`src/rtl/unary_pkg.sv`:
```
// Shared width and host state set for the 13-bit unary adder and its host.
package unary_pkg;
  localparam int UNARY_W = 13;

  typedef enum logic [1:0] {
    IDLE  = 2'd0,
    EMIT  = 2'd1,
    DRAIN = 2'd2,
    DONE  = 2'd3
  } host_state_t;
endpackage

```
`src/rtl/unary_host_13_if.sv`:
```
// Bundle of the operand, adder-side and result signals of the unary adder host.
interface unary_host_13_if
  import unary_pkg::*;
#(
  parameter int W = UNARY_W
);
  logic         in_valid;
  logic         in_ready;
  logic [W-1:0] in_a;
  logic [W-1:0] in_b;
  logic         A;
  logic         B;
  logic         en;
  logic         read_or_write;
  logic         dout;
  logic         C;
  logic         res_valid;
  logic         res_ready;
  logic [W-1:0] res_sum;
  logic         res_carry;

  modport master (
    input  in_valid, in_a, in_b, dout, C, res_ready,
    output in_ready, A, B, en, read_or_write, res_valid, res_sum, res_carry
  );

  modport slave (
    output in_valid, in_a, in_b, dout, C, res_ready,
    input  in_ready, A, B, en, read_or_write, res_valid, res_sum, res_carry
  );
endinterface

```
`src/rtl/unary_pulse_gen.sv`:
```
// Front-loaded unary pulse source: loaded with a length, emits one high beat per step
// until the remaining count reaches zero.
module unary_pulse_gen
  import unary_pkg::*;
#(
  parameter int W = UNARY_W
) (
  input  logic         clk,
  input  logic         rst_n,
  input  logic         load,
  input  logic [W-1:0] len,
  input  logic         step,
  output logic         active
);
  localparam logic [W-1:0] ONE = {{(W-1){1'b0}}, 1'b1};

  logic [W-1:0] rem_r;
  logic         active_r;

  // Remaining-count register; active_r mirrors (rem_r != 0) so the pulse leaves a flop.
  always_ff @(posedge clk) begin
    if (!rst_n) begin
      rem_r    <= '0;
      active_r <= 1'b0;
    end else if (load) begin
      rem_r    <= len;
      active_r <= (len != '0);
    end else if (step && active_r) begin
      rem_r    <= rem_r - ONE;
      active_r <= (rem_r != ONE);
    end else begin
      rem_r    <= rem_r;
      active_r <= active_r;
    end
  end

  assign active = active_r;
endmodule

```
`src/rtl/unary_host_13.sv`:
```
// Binary-to-unary initiator for one 13-bit unary adder: emits operands as pulse
// trains, drains the adder's unary result back into binary and captures overflow.
module unary_host_13
  import unary_pkg::*;
#(
  parameter int W = UNARY_W
) (
  input  logic            clk,
  input  logic            rst_n,
  unary_host_13_if.master bus
);
  localparam logic [1:0] ST_IDLE  = IDLE;
  localparam logic [1:0] ST_EMIT  = EMIT;
  localparam logic [1:0] ST_DRAIN = DRAIN;
  localparam logic [1:0] ST_DONE  = DONE;
  localparam logic [W-1:0] ONE = {{(W-1){1'b0}}, 1'b1};

  logic [1:0]   state_r;
  logic [W-1:0] n_r;
  logic [W-1:0] beat_r;
  logic [W-1:0] sum_r;
  logic         carry_r;
  logic         first_drain_r;
  logic         in_ready_r;
  logic         en_r;
  logic         rw_r;
  logic         res_valid_r;
  logic [W-1:0] max_s;
  logic         accept_s;
  logic         emit_s;
  logic         a_s;
  logic         b_s;

  assign accept_s = (state_r == ST_IDLE) && bus.in_valid;
  assign emit_s   = (state_r == ST_EMIT);

  // Beat count of the read phase is the larger operand.
  always_comb begin
    if (bus.in_a > bus.in_b) begin
      max_s = bus.in_a;
    end else begin
      max_s = bus.in_b;
    end
  end

  unary_pulse_gen #(.W(W)) u_gen_a (
    .clk(clk), .rst_n(rst_n), .load(accept_s), .len(bus.in_a), .step(emit_s), .active(a_s)
  );

  unary_pulse_gen #(.W(W)) u_gen_b (
    .clk(clk), .rst_n(rst_n), .load(accept_s), .len(bus.in_b), .step(emit_s), .active(b_s)
  );

  // Host FSM with beat/sum counters, sticky carry and handshake registers.
  always_ff @(posedge clk) begin
    if (!rst_n) begin
      state_r       <= ST_IDLE;
      n_r           <= '0;
      beat_r        <= '0;
      sum_r         <= '0;
      carry_r       <= 1'b0;
      first_drain_r <= 1'b0;
      in_ready_r    <= 1'b1;
      en_r          <= 1'b0;
      rw_r          <= 1'b0;
      res_valid_r   <= 1'b0;
    end else begin
      case (state_r)
        ST_IDLE: begin
          if (bus.in_valid) begin
            n_r           <= max_s;
            beat_r        <= '0;
            sum_r         <= '0;
            carry_r       <= 1'b0;
            in_ready_r    <= 1'b0;
            en_r          <= 1'b1;
            first_drain_r <= (max_s == '0);
            if (max_s != '0) begin
              state_r <= ST_EMIT;
              rw_r    <= 1'b0;
            end else begin
              state_r <= ST_DRAIN;
              rw_r    <= 1'b1;
            end
          end
        end
        ST_EMIT: begin
          beat_r <= beat_r + ONE;
          // C on the first beat is stale; an overflow on beat i shows up at beat i+1.
          if (beat_r != '0) begin
            carry_r <= carry_r | bus.C;
          end
          if (beat_r == n_r - ONE) begin
            state_r       <= ST_DRAIN;
            rw_r          <= 1'b1;
            first_drain_r <= 1'b1;
          end
        end
        ST_DRAIN: begin
          // First drain cycle still carries the last read beat's C, and dout lags by one.
          if (first_drain_r) begin
            first_drain_r <= 1'b0;
            carry_r       <= carry_r | bus.C;
          end else if (bus.dout) begin
            sum_r <= sum_r + ONE;
          end else begin
            state_r     <= ST_DONE;
            en_r        <= 1'b0;
            rw_r        <= 1'b0;
            res_valid_r <= 1'b1;
          end
        end
        ST_DONE: begin
          if (bus.res_ready) begin
            state_r     <= ST_IDLE;
            res_valid_r <= 1'b0;
            in_ready_r  <= 1'b1;
          end
        end
        default: begin
          state_r     <= ST_IDLE;
          in_ready_r  <= 1'b1;
          en_r        <= 1'b0;
          rw_r        <= 1'b0;
          res_valid_r <= 1'b0;
        end
      endcase
    end
  end

  assign bus.in_ready      = in_ready_r;
  assign bus.A             = a_s;
  assign bus.B             = b_s;
  assign bus.en            = en_r;
  assign bus.read_or_write = rw_r;
  assign bus.res_valid     = res_valid_r;
  assign bus.res_sum       = sum_r;
  assign bus.res_carry     = carry_r;
endmodule
```
`src/flat_wrapper.sv`:
```
// flat-port wrapper written by rule: the top's interface ports become plain ports
module unary_host_13_flat import unary_pkg::*;
#(
  parameter int W = UNARY_W
)
  (clk, rst_n, bus_in_valid, bus_in_a, bus_in_b, bus_dout, bus_C, bus_res_ready, bus_in_ready, bus_A, bus_B, bus_en, bus_read_or_write, bus_res_valid, bus_res_sum, bus_res_carry);
  unary_host_13_if #(.W(W)) bus_i ();
  input  logic clk;
  input  logic rst_n;
  input wire logic [$bits(bus_i.in_valid)-1:0] bus_in_valid;
  input wire logic [$bits(bus_i.in_a)-1:0] bus_in_a;
  input wire logic [$bits(bus_i.in_b)-1:0] bus_in_b;
  input wire logic [$bits(bus_i.dout)-1:0] bus_dout;
  input wire logic [$bits(bus_i.C)-1:0] bus_C;
  input wire logic [$bits(bus_i.res_ready)-1:0] bus_res_ready;
  output wire logic [$bits(bus_i.in_ready)-1:0] bus_in_ready;
  output wire logic [$bits(bus_i.A)-1:0] bus_A;
  output wire logic [$bits(bus_i.B)-1:0] bus_B;
  output wire logic [$bits(bus_i.en)-1:0] bus_en;
  output wire logic [$bits(bus_i.read_or_write)-1:0] bus_read_or_write;
  output wire logic [$bits(bus_i.res_valid)-1:0] bus_res_valid;
  output wire logic [$bits(bus_i.res_sum)-1:0] bus_res_sum;
  output wire logic [$bits(bus_i.res_carry)-1:0] bus_res_carry;
  assign bus_i.in_valid = bus_in_valid;
  assign bus_i.in_a = bus_in_a;
  assign bus_i.in_b = bus_in_b;
  assign bus_i.dout = bus_dout;
  assign bus_i.C = bus_C;
  assign bus_i.res_ready = bus_res_ready;
  assign bus_in_ready = bus_i.in_ready;
  assign bus_A = bus_i.A;
  assign bus_B = bus_i.B;
  assign bus_en = bus_i.en;
  assign bus_read_or_write = bus_i.read_or_write;
  assign bus_res_valid = bus_i.res_valid;
  assign bus_res_sum = bus_i.res_sum;
  assign bus_res_carry = bus_i.res_carry;
  unary_host_13 #(.W(W)) u_core (.clk(clk), .rst_n(rst_n), .bus(bus_i));
endmodule
```
`config.mk`:
```
export PLATFORM = sky130hd
export DESIGN_NAME = unary_host_13_flat
export DESIGN_NICKNAME = d
export VERILOG_FILES = /design/src/rtl/unary_pkg.sv /design/src/rtl/unary_host_13_if.sv /design/src/rtl/unary_pulse_gen.sv /design/src/rtl/unary_host_13.sv /design/src/flat_wrapper.sv
export SDC_FILE = /design/constraint.sdc
export NUM_CORES = 1
export LEC_CHECK = 0
export CORE_MARGIN = 5
export CORE_UTILIZATION = 61
export CTS_CLUSTER_DIAMETER = 100
export DETAILED_ROUTE_END_ITERATION = 10
export GPL_TIMING_DRIVEN = 0
export PLACE_DENSITY = 0.93
export SETUP_SLACK_MARGIN = 0.5
export SLEW_MARGIN = 20
export SYNTH_ARGS = -nofsm -noshare
export SYNTH_HDL_FRONTEND = slang
export SYNTH_SLANG_ARGS = --single-unit
export TNS_END_PERCENT = 10
```
`constraint.sdc`:
```
create_clock -name clk -period 6.29 [get_ports clk]
set_input_delay 1.887 -clock clk [delete_from_list [all_inputs] [get_ports clk]]
set_output_delay 1.887 -clock clk [all_outputs]
set_load 0.02 [all_outputs]
```
==> results by group, run 1 <==
Synthesis
  – Synth Warn #: 0
  – Syn Inst Count: 574
  – Prevailing post-synth register cell: dfxtp_1
  – Top-count cell post-synth: nor2_1
  – Mapped cell area: 4569 um2
  – Net Count, Synth: 631
  – Sequential fraction of the synthesis area: 32.86%
  – Synth area leaders: dfxtp_1, nor2_1, ha_1
  – Post-synthesis async set-or-reset flop share: 0%
  – FF+latch count, synth: 75
  – Yosys top cell area share: 32.86%
  – Count of different cell masters after synthesis: 61
  – Area leader, netlist: dfxtp_1
  – Number of synthesized flops with an enable pin: 0
  – Mapped Avg Cell Area: 7.961 um2
  – Most common library cells after synthesis: nor2_1, dfxtp_1, a21oi_1

Global routing
  – Number of global-route vias before repair: 4356
  – First-pass GRT wire length: 20780 um
  – Total gr overflow: 0
  – Largest net degree at the start of global routing: 13
  – Initial antenna violation count: 0
  – Gr usage total: 28.85%

Min path
  – Min-delay worst type: flip-flop to flip-flop

Critical path
  – Setup Crit Path Kind: input pin to flip-flop
  – Crit-path max FO: 7
  – Crit path capture type: flip-flop
  – Critical Path, Cell by Cell: clkdlybuf4s50_1, inv_1, ha_1, nand4_1, a211oi_1, o21ai_0, a21oi_1, a21boi_0, a2111o_1, o31ai_2
  – Slowest Stage Delay on Critical Path: 0.63 ns
  – Buf/Inv on CP: 2
  – Critical path launch point type: input pin
  – WP data arrival: 4.97 ns
  – CP top delay family: compound AO/OA/AOI/OAI gates
  – FF-to-FF setup slack: 3.55 ns
  – Worst path slowest cell: clkdlybuf4s50_1
  – Required time worst endpoint: 6.57 ns

Floorplan
  – Row count: 31
  – Io pins: 52
  – Core box area: 7292 um2
  – Die area: 9322 um2
  – Starting density of the core: 62.66%
  – Die H: 96.55 um
  – Die Wd: 96.55 um

Clock tree
  – Clock Latency Late Sink: 0.36 ns
  – Hold-fix buffers, CTS: 0
  – Max Buffers Root-to-Sink: 2
  – Htree depth: 3
  – Clock sink total: 75
  – Num CTS Buffers: 9
  – Resized Gates After CTS: 0
  – CTS tree: yes
  – Postcts setup bufs: 0
  – Root buffer cell: clkbuf_8
  – Clk slew on worst S/H paths: 0.08 ns

Power and ir drop
  – Power per cell area: 346.2 nW/um2
  – P_sw: 739.2 uW
  – Net Sw Frac: 39.21%
  – Design Power: 1.885 mW
  – Combinational fraction of design power: 40.9%
  – Clock share of power: 24.3%
  – Worst vdd ir: 0.2006 mV
  – P_leak: 2.031 nW
  – Register share of total power: 34.8%
  – Internal: 1.146 mW

Route
  – Iteration-0 DRC Markers: 319
  – Vias: 4585
  – Vias/cell: 6.204
  – # DRC: 0
  – First-pass detailed-route iteration total: 5
  – Post-route ant nets: 0
  – WL/cell: 17.49 um
  – Wirelength, routed: 12930 um

Place
  – Port Buf Inserts: 51
  – Post-DP HPWL: 9666 um
  – Routability cong.: 0.9468

STA
  – Final Skew: 0.01159 ns
  – Setup repair after global routing missed its margin: no
  – Post-Route Setup TNS: 0 ns
  – Max Freq: 0.2135 GHz
  – Fin. Hold Viols: 0
  – Max Transition Viols Final: 0
  – Final setup vio count: 0
  – Crit share post-route: 74.48%
  – Final min period: 4.685 ns
  – Rel. slew slack: 54.23%
  – Measured slew at the worst slew-check pin: 0.6820 ns

Final layout
  – Final net count: 693
  – Layout cells sized above 1: 4.375%
  – Diode count: 0
  – Area Growth Syn to Fin: 19.14%

Run
  – Max Cap Viol: 0

Status
  – Outcome: complete, no violations
[power groups by stage]
| stage | registers, mW | logic [mW] | clock network, mW |
|---|---|---|---|
| after floorplan | 0.660 | 0.533 | 0 |
| after global placement | 0.656 | 0.711 | 0 |
| after detailed placement | 0.662 | 0.745 | 0 |
| after CTS | 0.652 | 0.755 | 0.458 |
| after global routing | 0.666 | 0.838 | 0.479 |
| final | 0.656 | 0.771 | 0.458 |
[cell usage in the layout, fill, tap and decap left out, types with 2 or more instances in the layout]
cell	synthesis	layout
and3_1	6	6
nand3_1	21	21
a211oi_1	32	32
bufinv_16	0	3
a21oi_1	37	37
xnor2_1	26	26
nand2b_1	6	6
nand4_1	5	5
clkdlybuf4s50_1	0	51
nor4_1	17	17
nor3_1	15	15
o221a_2	2	2
a32oi_1	2	2
o2111ai_1	2	2
or4_1	4	4
buf_2	2	2
nor2_1	84	84
clkbuf_8	0	10
o21ai_0	22	22
nor2b_1	4	4
a311oi_1	7	7
a22oi_1	3	3
ha_1	25	25
dfxtp_1	75	75
clkbuf_1	25	26
nor3b_1	3	3
nor4b_1	2	2
or3_1	10	10
nand2_1	36	36
buf_1	3	3
inv_1	31	31
mux2i_1	6	6
o41ai_1	2	2
xor2_1	28	28
o21ai_1	2	2
[logic make-up after synthesis]
family | Yosys count | share of synthesized area (%)
fa+ha+maj | 25 | 6.846
flops | 75 | 32.86
xor+xnor | 54 | 10.35
buf+inv | 62 | 5.312
mux | 7 | 1.561
simple gates | 223 | 24.07
compound gates | 128 | 19.00
[metrics by stage]
stage / hold slack, ns / cells / instance area (um2) / utilization (%) / worst slack (ns)
3_5_place_dp: 0.4464 / 724 / 5204 / 71.36 / 1.379
2_1_floorplan: 0.4529 / 574 / 4569 / - / 2.478
6_report: 0.4639 / 739 / 5444 / 74.66 / 1.605
5_1_grt: 0.4754 / 739 / 5444 / 74.66 / 1.489
3_3_place_gp: 0.4502 / 724 / 5204 / 71.36 / 1.381
4_1_cts: 0.4655 / 739 / 5444 / 74.66 / 1.700
[sequential cells by signal, indices dropped and copies added (netlist names)]
name and count:
u_core.bus.en 1, u_core.u_gen_a.rem_r 13, u_core.bus.res_carry 1, u_core.first_drain_r 1, u_core.bus.res_valid 1, u_core.bus.res_sum 13
u_core.state_r 2, u_core.bus.in_ready 1, u_core.u_gen_b.active 1, u_core.bus.read_or_write 1, u_core.u_gen_a.active 1, u_core.beat_r 13
u_core.n_r 13, u_core.u_gen_b.rem_r 13
[worst paths after layout]
path / endpoint / depth (start not counted) / start
min: u_core.bus.read_or_write$_SDFFE_PN0P_ / 2 / u_core.bus.read_or_write$_SDFFE_PN0P_
max reg2reg: u_core.bus.read_or_write$_SDFFE_PN0P_ / 9 / u_core.n_r[0]$_SDFFE_PN0P_
max: u_core.state_r[1]$_SDFFE_PN0P_ / 10 / bus_in_b[12]
min reg2reg: u_core.bus.read_or_write$_SDFFE_PN0P_ / 2 / u_core.bus.read_or_write$_SDFFE_PN0P_
[worst reg2reg max path: stages (launching register included)]
cell     delay, ns
dfxtp_1       0.37
inv_1         0.09
ha_1          0.27
nor3b_1       0.56
nor2b_2       0.28
xnor2_1       0.11
nor4_4        0.30
a31oi_4       0.16
nor3b_1       0.32
mux2i_1       0.21
[layer usage]
layer  up-vias  part of all wire (%)  GRT usage (%)
li1       2176                     -              -
met1      2151                    41          35.46
met2       220                    49          49.66
met3        38                   7.7          6.119
met4         0                   2.5          10.40
met5         -                     0              0
[layout make-up]
cell class	instances	area, um2
Buffer	31	126.4
Clock buffer	11	141.4
Clock inverter	4	98.84
Fill cell	558	1848
Inverter	31	116.4
Multi-Input combinational cell	437	2825
Sequential cell	75	1501
Tap cell	99	123.9
Timing Repair Buffer	51	510.5
(Power assumes the default switching activity.)
==> run 2: changes to the inputs <==
- CORE_UTILIZATION: 61 -> 57
- PLACE_DENSITY: 0.93 -> 0.88
- clock period: 6.29 -> 4.45 ns (I/O delays scaled with it)
==> results by group, run 2 (synthesized netlist as in run 1, its figures left out) <==
Final layout
  – FF+latch area: 1501 um2 (unchanged)
  – Commonest cells after routing, fill and taps aside: nor2_1, dfxtp_1, clkdlybuf4s50_1
  – Filler instances: 635 (+14%)
  – Multi-input logic area: 2829 um2 (+0.13%)
  – Diode count: 0 (unchanged)
  – Commonest non-fill, non-tap cell in the layout: nor2_1
  – Final net count: 695 (+0.29%)
  – Post-Route Utilization: 70.25% (-4.4 points)
  – Layout cells sized above 1: 5.148% (+0.77 points)
  – Area Growth Syn to Fin: 19.41%

Clock tree
  – Max Buffers Root-to-Sink: 2 (unchanged)
  – Clk slew on worst S/H paths: 0.07 ns (about the same)
  – Num CTS Buffers: 9 (unchanged)
  – CTS tree: yes
  – Clock Latency Late Sink: 0.35 ns (about the same)
  – Root buffer cell: clkbuf_8
  – Hold-fix buffers, CTS: 0 (unchanged)
  – Htree depth: 3 (unchanged)
  – Clock sink total: 75 (unchanged)

Critical path
  – Setup Crit Path Kind: input pin to flip-flop
  – Reg2reg path depth: 9 (unchanged)
  – R2R Path End: u_core.bus.read_or_write$_SDFFE_PN0P_
  – Required time worst endpoint: 4.68 ns (-1.89 ns)
  – Crit-path max FO: 5 (-2)
  – Slowest Stage Delay on Critical Path: 0.65 ns (+0.02 ns)
  – WP data arrival: 4.08 ns (-0.89 ns)
  – Critical path launch point type: input pin
  – FF-to-FF setup slack: 1.67 ns (-1.88 ns)
  – Worst r2r src: u_core.n_r[0]$_SDFFE_PN0P_
  – Critical Path, Cell by Cell: clkdlybuf4s50_1, inv_1, ha_1, nand4_1, a211oi_1, o21ai_0, a32oi_1, a21boi_0, a21o_1, mux2i_1
  – Crit path capture type: flip-flop
  – Worst path slowest cell: clkdlybuf4s50_1

Min path
  – Hold worst-path end: u_core.first_drain_r$_SDFFE_PN0P_
  – Min-delay worst type: flip-flop to flip-flop
  – Worst Hold Path Cells: 2 (unchanged)
  – Hold Crit Start: u_core.first_drain_r$_SDFFE_PN0P_

Floorplan
  – Row count: 32 (+3.2%)
  – Io pins: 52 (unchanged)
  – Die area: 9907 um2 (+6.3%)
  – Core box area: 7767 um2 (+6.5%)
  – Die H: 99.54 um (+3.1%)
  – Starting density of the core: 58.83% (-3.8 points)
  – Die Wd: 99.54 um (+3.1%)

Place
  – Post-DP HPWL: 9584 um (-0.85%)
  – Port Buf Inserts: 51 (unchanged)
  – Routability cong.: 0.9884 (+4.4%)

Power and ir drop
  – Power per cell area: 484.3 nW/um2 (+40%)
  – P_sw: 1.040 mW (+41%)
  – Worst vdd ir: 0.2959 mV (+48%)
  – Combinational fraction of design power: 41.3% (+0.4 points)
  – P_leak: 2.043 nW (+0.60%)
  – Internal: 1.603 mW (+40%)
  – Register share of total power: 35.2% (+0.4 points)
  – Net Sw Frac: 39.35% (+0.14 points)
  – Clock share of power: 23.5% (-0.8 points)

STA
  – Final min period: 3.846 ns
  – Final setup vio count: 0 (unchanged)
  – Max Freq: 0.2600 GHz
  – Max Transition Viols Final: 0 (unchanged)
  – Setup repair after global routing missed its margin: yes
  – Rel. slew slack: 53.88% (-0.35 points)
  – Crit share post-route: 86.43%
  – Fin. Hold Viols: 0 (unchanged)
  – Measured slew at the worst slew-check pin: 0.6872 ns (+0.005214 ns)
  – Post-Route Setup TNS: 0 ns (unchanged)
  – Final Skew: 0.006727 ns (-0.004867 ns)

Global routing
  – Total gr overflow: 0 (unchanged)
  – Largest net degree at the start of global routing: 13 (unchanged)
  – Number of global-route vias before repair: 4545 (+4.3%)
  – Initial antenna violation count: 0 (unchanged)
  – Gr usage total: 25.88% (-3.0 points)
  – First-pass GRT wire length: 20800 um (about the same)

Route
  – First-pass detailed-route iteration total: 6 (+1)
  – Vias/cell: 6.215 (+0.18%)
  – Iteration-0 DRC Markers: 261 (-18%)
  – Vias: 4618 (+0.72%)
  – WL/cell: 17.24 um (-1.5%)
  – Post-route ant nets: 0 (unchanged)
  – # DRC: 0 (unchanged)
  – Wirelength, routed: 12810 um (-0.94%)

Status
  – Outcome: complete, no violations

Run
  – Max Cap Viol: 0 (unchanged)
==> run 2: final cells by class <==
type                            instances  area share [%]
Buffer                                 31           2.362
Clock buffer                            9           2.270
Clock inverter                          5           1.903
Inverter                               31           2.133
Multi-Input combinational cell        437           51.85
Sequential cell                        75           27.52
Tap cell                              102           2.339
Timing Repair Buffer                   53           9.631
==> run 2: critical path: cells and delay by family <==
kind	cells	cell delay, ns
AO/OA/AOI/OAI	5	1.46
adder cells (fa/ha/maj)	1	0.30
buffers and inverters	2	0.73
multiplexers	1	0.09
AND/OR/NAND/NOR	1	0.15
==> run 2: repair_timing <==
item                       4_1_cts  5_1_grt
setup buffers                    0        2
gates resized for setup          1        4
setup endpoints to repair        6       14
pin swaps                        0        1
==> run 2: per-stage QoR <==
stage               power [mW]  setup slack, ns  instance area [um2]  std cells  hold WS [ns]
floorplan                1.687            1.190                 4569        574        0.4529
global placement         1.934           0.1671                 5207        727        0.4618
detailed placement       1.990           0.1179                 5207        727        0.4749
CTS                      2.616           0.6086                 5439        741        0.4846
global route             2.782           0.4583                 5456        743        0.4996
finish                   2.643           0.6038                 5456        743        0.4874
==> run 2: worst max path at each step <==
stage | startpoint | end | slack [ns] | depth (start not counted)
finish | bus_in_b[12] | u_core.bus.read_or_write$_SDFFE_PN0P_ | 0.60 | 10
global route | bus_in_b[12] | u_core.state_r[1]$_SDFFE_PN0P_ | 0.46 | 10
CTS | bus_in_b[12] | u_core.state_r[0]$_SDFFE_PN0P_ | 0.61 | 11
detailed placement | bus_in_b[12] | u_core.state_r[0]$_SDFFE_PN0P_ | 0.12 | 11
global placement | bus_in_b[12] | u_core.state_r[1]$_SDFFE_PN0P_ | 0.17 | 10
floorplan | bus_in_b[11] | u_core.state_r[1]$_SDFFE_PN0P_ | 1.19 | 9
==> run 2: power groups by stage <==
| stage | combinational [mW] | clock (mW) | sequential [mW] |
|---|---|---|---|
| after global placement | 1.01 | 0 | 0.926 |
| after global routing | 1.18 | 0.651 | 0.946 |
| after floorplan | 0.754 | 0 | 0.933 |
| final | 1.09 | 0.622 | 0.929 |
| after CTS | 1.07 | 0.621 | 0.923 |
| after detailed placement | 1.05 | 0 | 0.936 |
==> run 2: per-layer routing <==
| layer | track usage (%) | vias up | part of all wire (%) |
|---|---|---|---|
| met3 | 6.452 | 60 | 7.1 |
| met1 | 28.76 | 2166 | 40 |
| li1 | - | 2172 | - |
| met2 | 45.92 | 220 | 49 |
| met4 | 12.50 | 0 | 4.5 |
| met5 | 0 | - | 0 |
==> run 3: changes to the inputs <==
- clock period: 4.45 -> 3.7 ns (I/O delays scaled with it)
==> results by group, run 3 (synthesized netlist as in run 1, its figures left out) <==
Global routing
  – Initial antenna violation count: 0 (unchanged)
  – Gr usage total: 26.35% (+0.47 points)
  – Number of global-route vias before repair: 4633 (+1.9%)
  – Largest net degree at the start of global routing: 13 (unchanged)
  – Total gr overflow: 0 (unchanged)
  – First-pass GRT wire length: 21130 um (+1.6%)

Final layout
  – Non-Filler Instances: 749 (+0.81%)
  – Commonest cells after routing, fill and taps aside: nor2_1, dfxtp_1, nand2_1
  – Area Growth Syn to Fin: 24.18%
  – Layout cells sized above 1: 8.346% (+3.2 points)
  – Diode count: 0 (unchanged)
  – Final net count: 701 (+0.86%)
  – Post-Route Utilization: 73.05% (+2.8 points)
  – Commonest non-fill, non-tap cell in the layout: nor2_1

Clock tree
  – Clock sink total: 75 (unchanged)
  – Htree depth: 3 (unchanged)
  – CTS tree: yes
  – Num CTS Buffers: 9 (unchanged)
  – Clk slew on worst S/H paths: 0.07 ns (about the same)
  – Root buffer cell: clkbuf_8
  – Clock Latency Late Sink: 0.35 ns (about the same)
  – Max Buffers Root-to-Sink: 2 (unchanged)

Route
  – Wirelength, routed: 13600 um (+6.2%)
  – Vias: 4662 (+0.95%)
  – Vias/cell: 6.224 (+0.14%)
  – WL/cell: 18.16 um (+5.3%)
  – # DRC: 0 (unchanged)
  – Post-route ant nets: 0 (unchanged)
  – Iteration-0 DRC Markers: 281 (+7.7%)
  – First-pass detailed-route iteration total: 5 (-1)

Floorplan
  – Io pins: 52 (unchanged)
  – Die Wd: 99.54 um (unchanged)
  – Starting density of the core: 58.83% (unchanged)
  – Row count: 32 (unchanged)
  – Die H: 99.54 um (unchanged)
  – Core box area: 7767 um2 (unchanged)
  – Die area: 9907 um2 (unchanged)

Run
  – Max Cap Viol: 0 (unchanged)

Critical path
  – Setup Crit Path Kind: input pin to flip-flop
  – Critical path launch point type: input pin
  – Required time worst endpoint: 3.97 ns (-0.71 ns)
  – Crit path capture type: flip-flop
  – WP data arrival: 3.49 ns (-0.59 ns)
  – Crit-path max FO: 4 (-1)

STA
  – Measured slew at the worst slew-check pin: 0.6865 ns (-0.0007321 ns)
  – Fin. Hold Viols: 0 (unchanged)
  – Max Transition Viols Final: 0 (unchanged)
  – Setup repair after global routing missed its margin: no
  – Final Skew: 0.007050 ns (+0.0003228 ns)
  – Rel. slew slack: 53.93% (about the same)
  – Final min period: 3.216 ns
  – Final setup vio count: 0 (unchanged)
  – Fin worst setup slack: 0.4844 ns (-0.1194 ns)
  – Max Freq: 0.3110 GHz
  – Crit share post-route: 86.91%
  – Post-Route Setup TNS: 0 ns (unchanged)

Place
  – Port Buf Inserts: 51 (unchanged)
  – Place WS: -0.4071 ns (-0.5250 ns)
  – Post-DP HPWL: 9584 um (unchanged)
  – Routability cong.: 0.9884 (unchanged)
  – Dpl cells: 727 (unchanged)

Power and ir drop
  – Power per cell area: 566.5 nW/um2 (+17%)
  – P_leak: 2.272 nW (+11%)
  – Register share of total power: 34.9% (-0.3 points)
  – Worst vdd ir: 0.3591 mV (+21%)
  – Net Sw Frac: 39.75% (+0.40 points)
  – Clock share of power: 23.4% (about the same)
  – Combinational fraction of design power: 41.8% (+0.5 points)
  – Internal: 1.937 mW (+21%)
  – Design Power: 3.215 mW (+22%)
  – P_sw: 1.278 mW (+23%)

Min path
  – Min-delay worst type: flip-flop to flip-flop

Status
  – Outcome: complete, no violations
## run 3: cell types whose count changed in the layout (fill, tap and decap cells not counted), sizes merged
cell           previous run  this run
clkdlybuf4s50            51        28
buf                       8        15
clkdlybuf4s15             0         1
clkbuf                   34        33
dlymetal6s2s              0        20
dlygate4sd2               0         2
## run 3: routing by layer
| metal | routed length (um) | up-vias | track usage (%) |
|---|---|---|---|
| met2 | 6594 | 239 | 46.44 |
| met5 | 0 | - | 0 |
| li1 | - | 2178 | - |
| met4 | 680 | 0 | 14.08 |
| met1 | 5335 | 2183 | 29.11 |
| met3 | 989 | 62 | 6.381 |
## run 3: worst paths after layout
path                                                   startpoint                                    end  slack [ns]  depth (start not counted)
worst max-delay path                                  bus_in_a[5]         u_core.state_r[1]$_SDFFE_PN0P_        0.48                          9
worst min-delay path            u_core.first_drain_r$_SDFFE_PN0P_      u_core.first_drain_r$_SDFFE_PN0P_        0.49                          2
worst max register to register         u_core.n_r[0]$_SDFFE_PN0P_  u_core.bus.read_or_write$_SDFFE_PN0P_        0.93                          9
worst min register to register  u_core.first_drain_r$_SDFFE_PN0P_      u_core.first_drain_r$_SDFFE_PN0P_        0.49                          2
## run 3: cell type report
type                    count  area (um2)
repair buffers             59       618.1
well taps                 102       127.6
plain buffers              31       133.9
clock inverters             5       103.9
flip-flops and latches     75        1501
fillers                   584        2093
inverters                  31       116.4
clock buffers               9       123.9
multi-input cells         437        2949
## run 3: timing repair
item,CTS,global route
buffers inserted,3,5
hold buffers,0,0
setup endpoints to repair,16,16
pin swaps,6,6
gates resized for setup,17,32
## run 3: power by group through the flow
stage | Clock, mW | Sequential, mW | Combinational, mW
global placement | 0 | 1.11 | 1.21
finish | 0.751 | 1.12 | 1.34
floorplan | 0 | 1.12 | 0.907
CTS | 0.747 | 1.11 | 1.30
detailed placement | 0 | 1.13 | 1.27
global route | 0.783 | 1.14 | 1.45
## run 3: critical path, cell delays in order
cell and delay, ns:
clkdlybuf4s50_1 0.51, ha_1 0.34, nand3_1 0.14, nor4_4 0.35, nor3b_2 0.24, a32oi_2 0.11
a21boi_2 0.20, a2111o_1 0.42, o31ai_2 0.06
## run 3: stage by stage
stage | hold WS (ns) | instance area (um2)
final | 0.4881 | 5674
after global routing | 0.4996 | 5674
after CTS | 0.4846 | 5505
after detailed placement | 0.4749 | 5207
after global placement | 0.4618 | 5207
after floorplan | 0.4529 | 4569
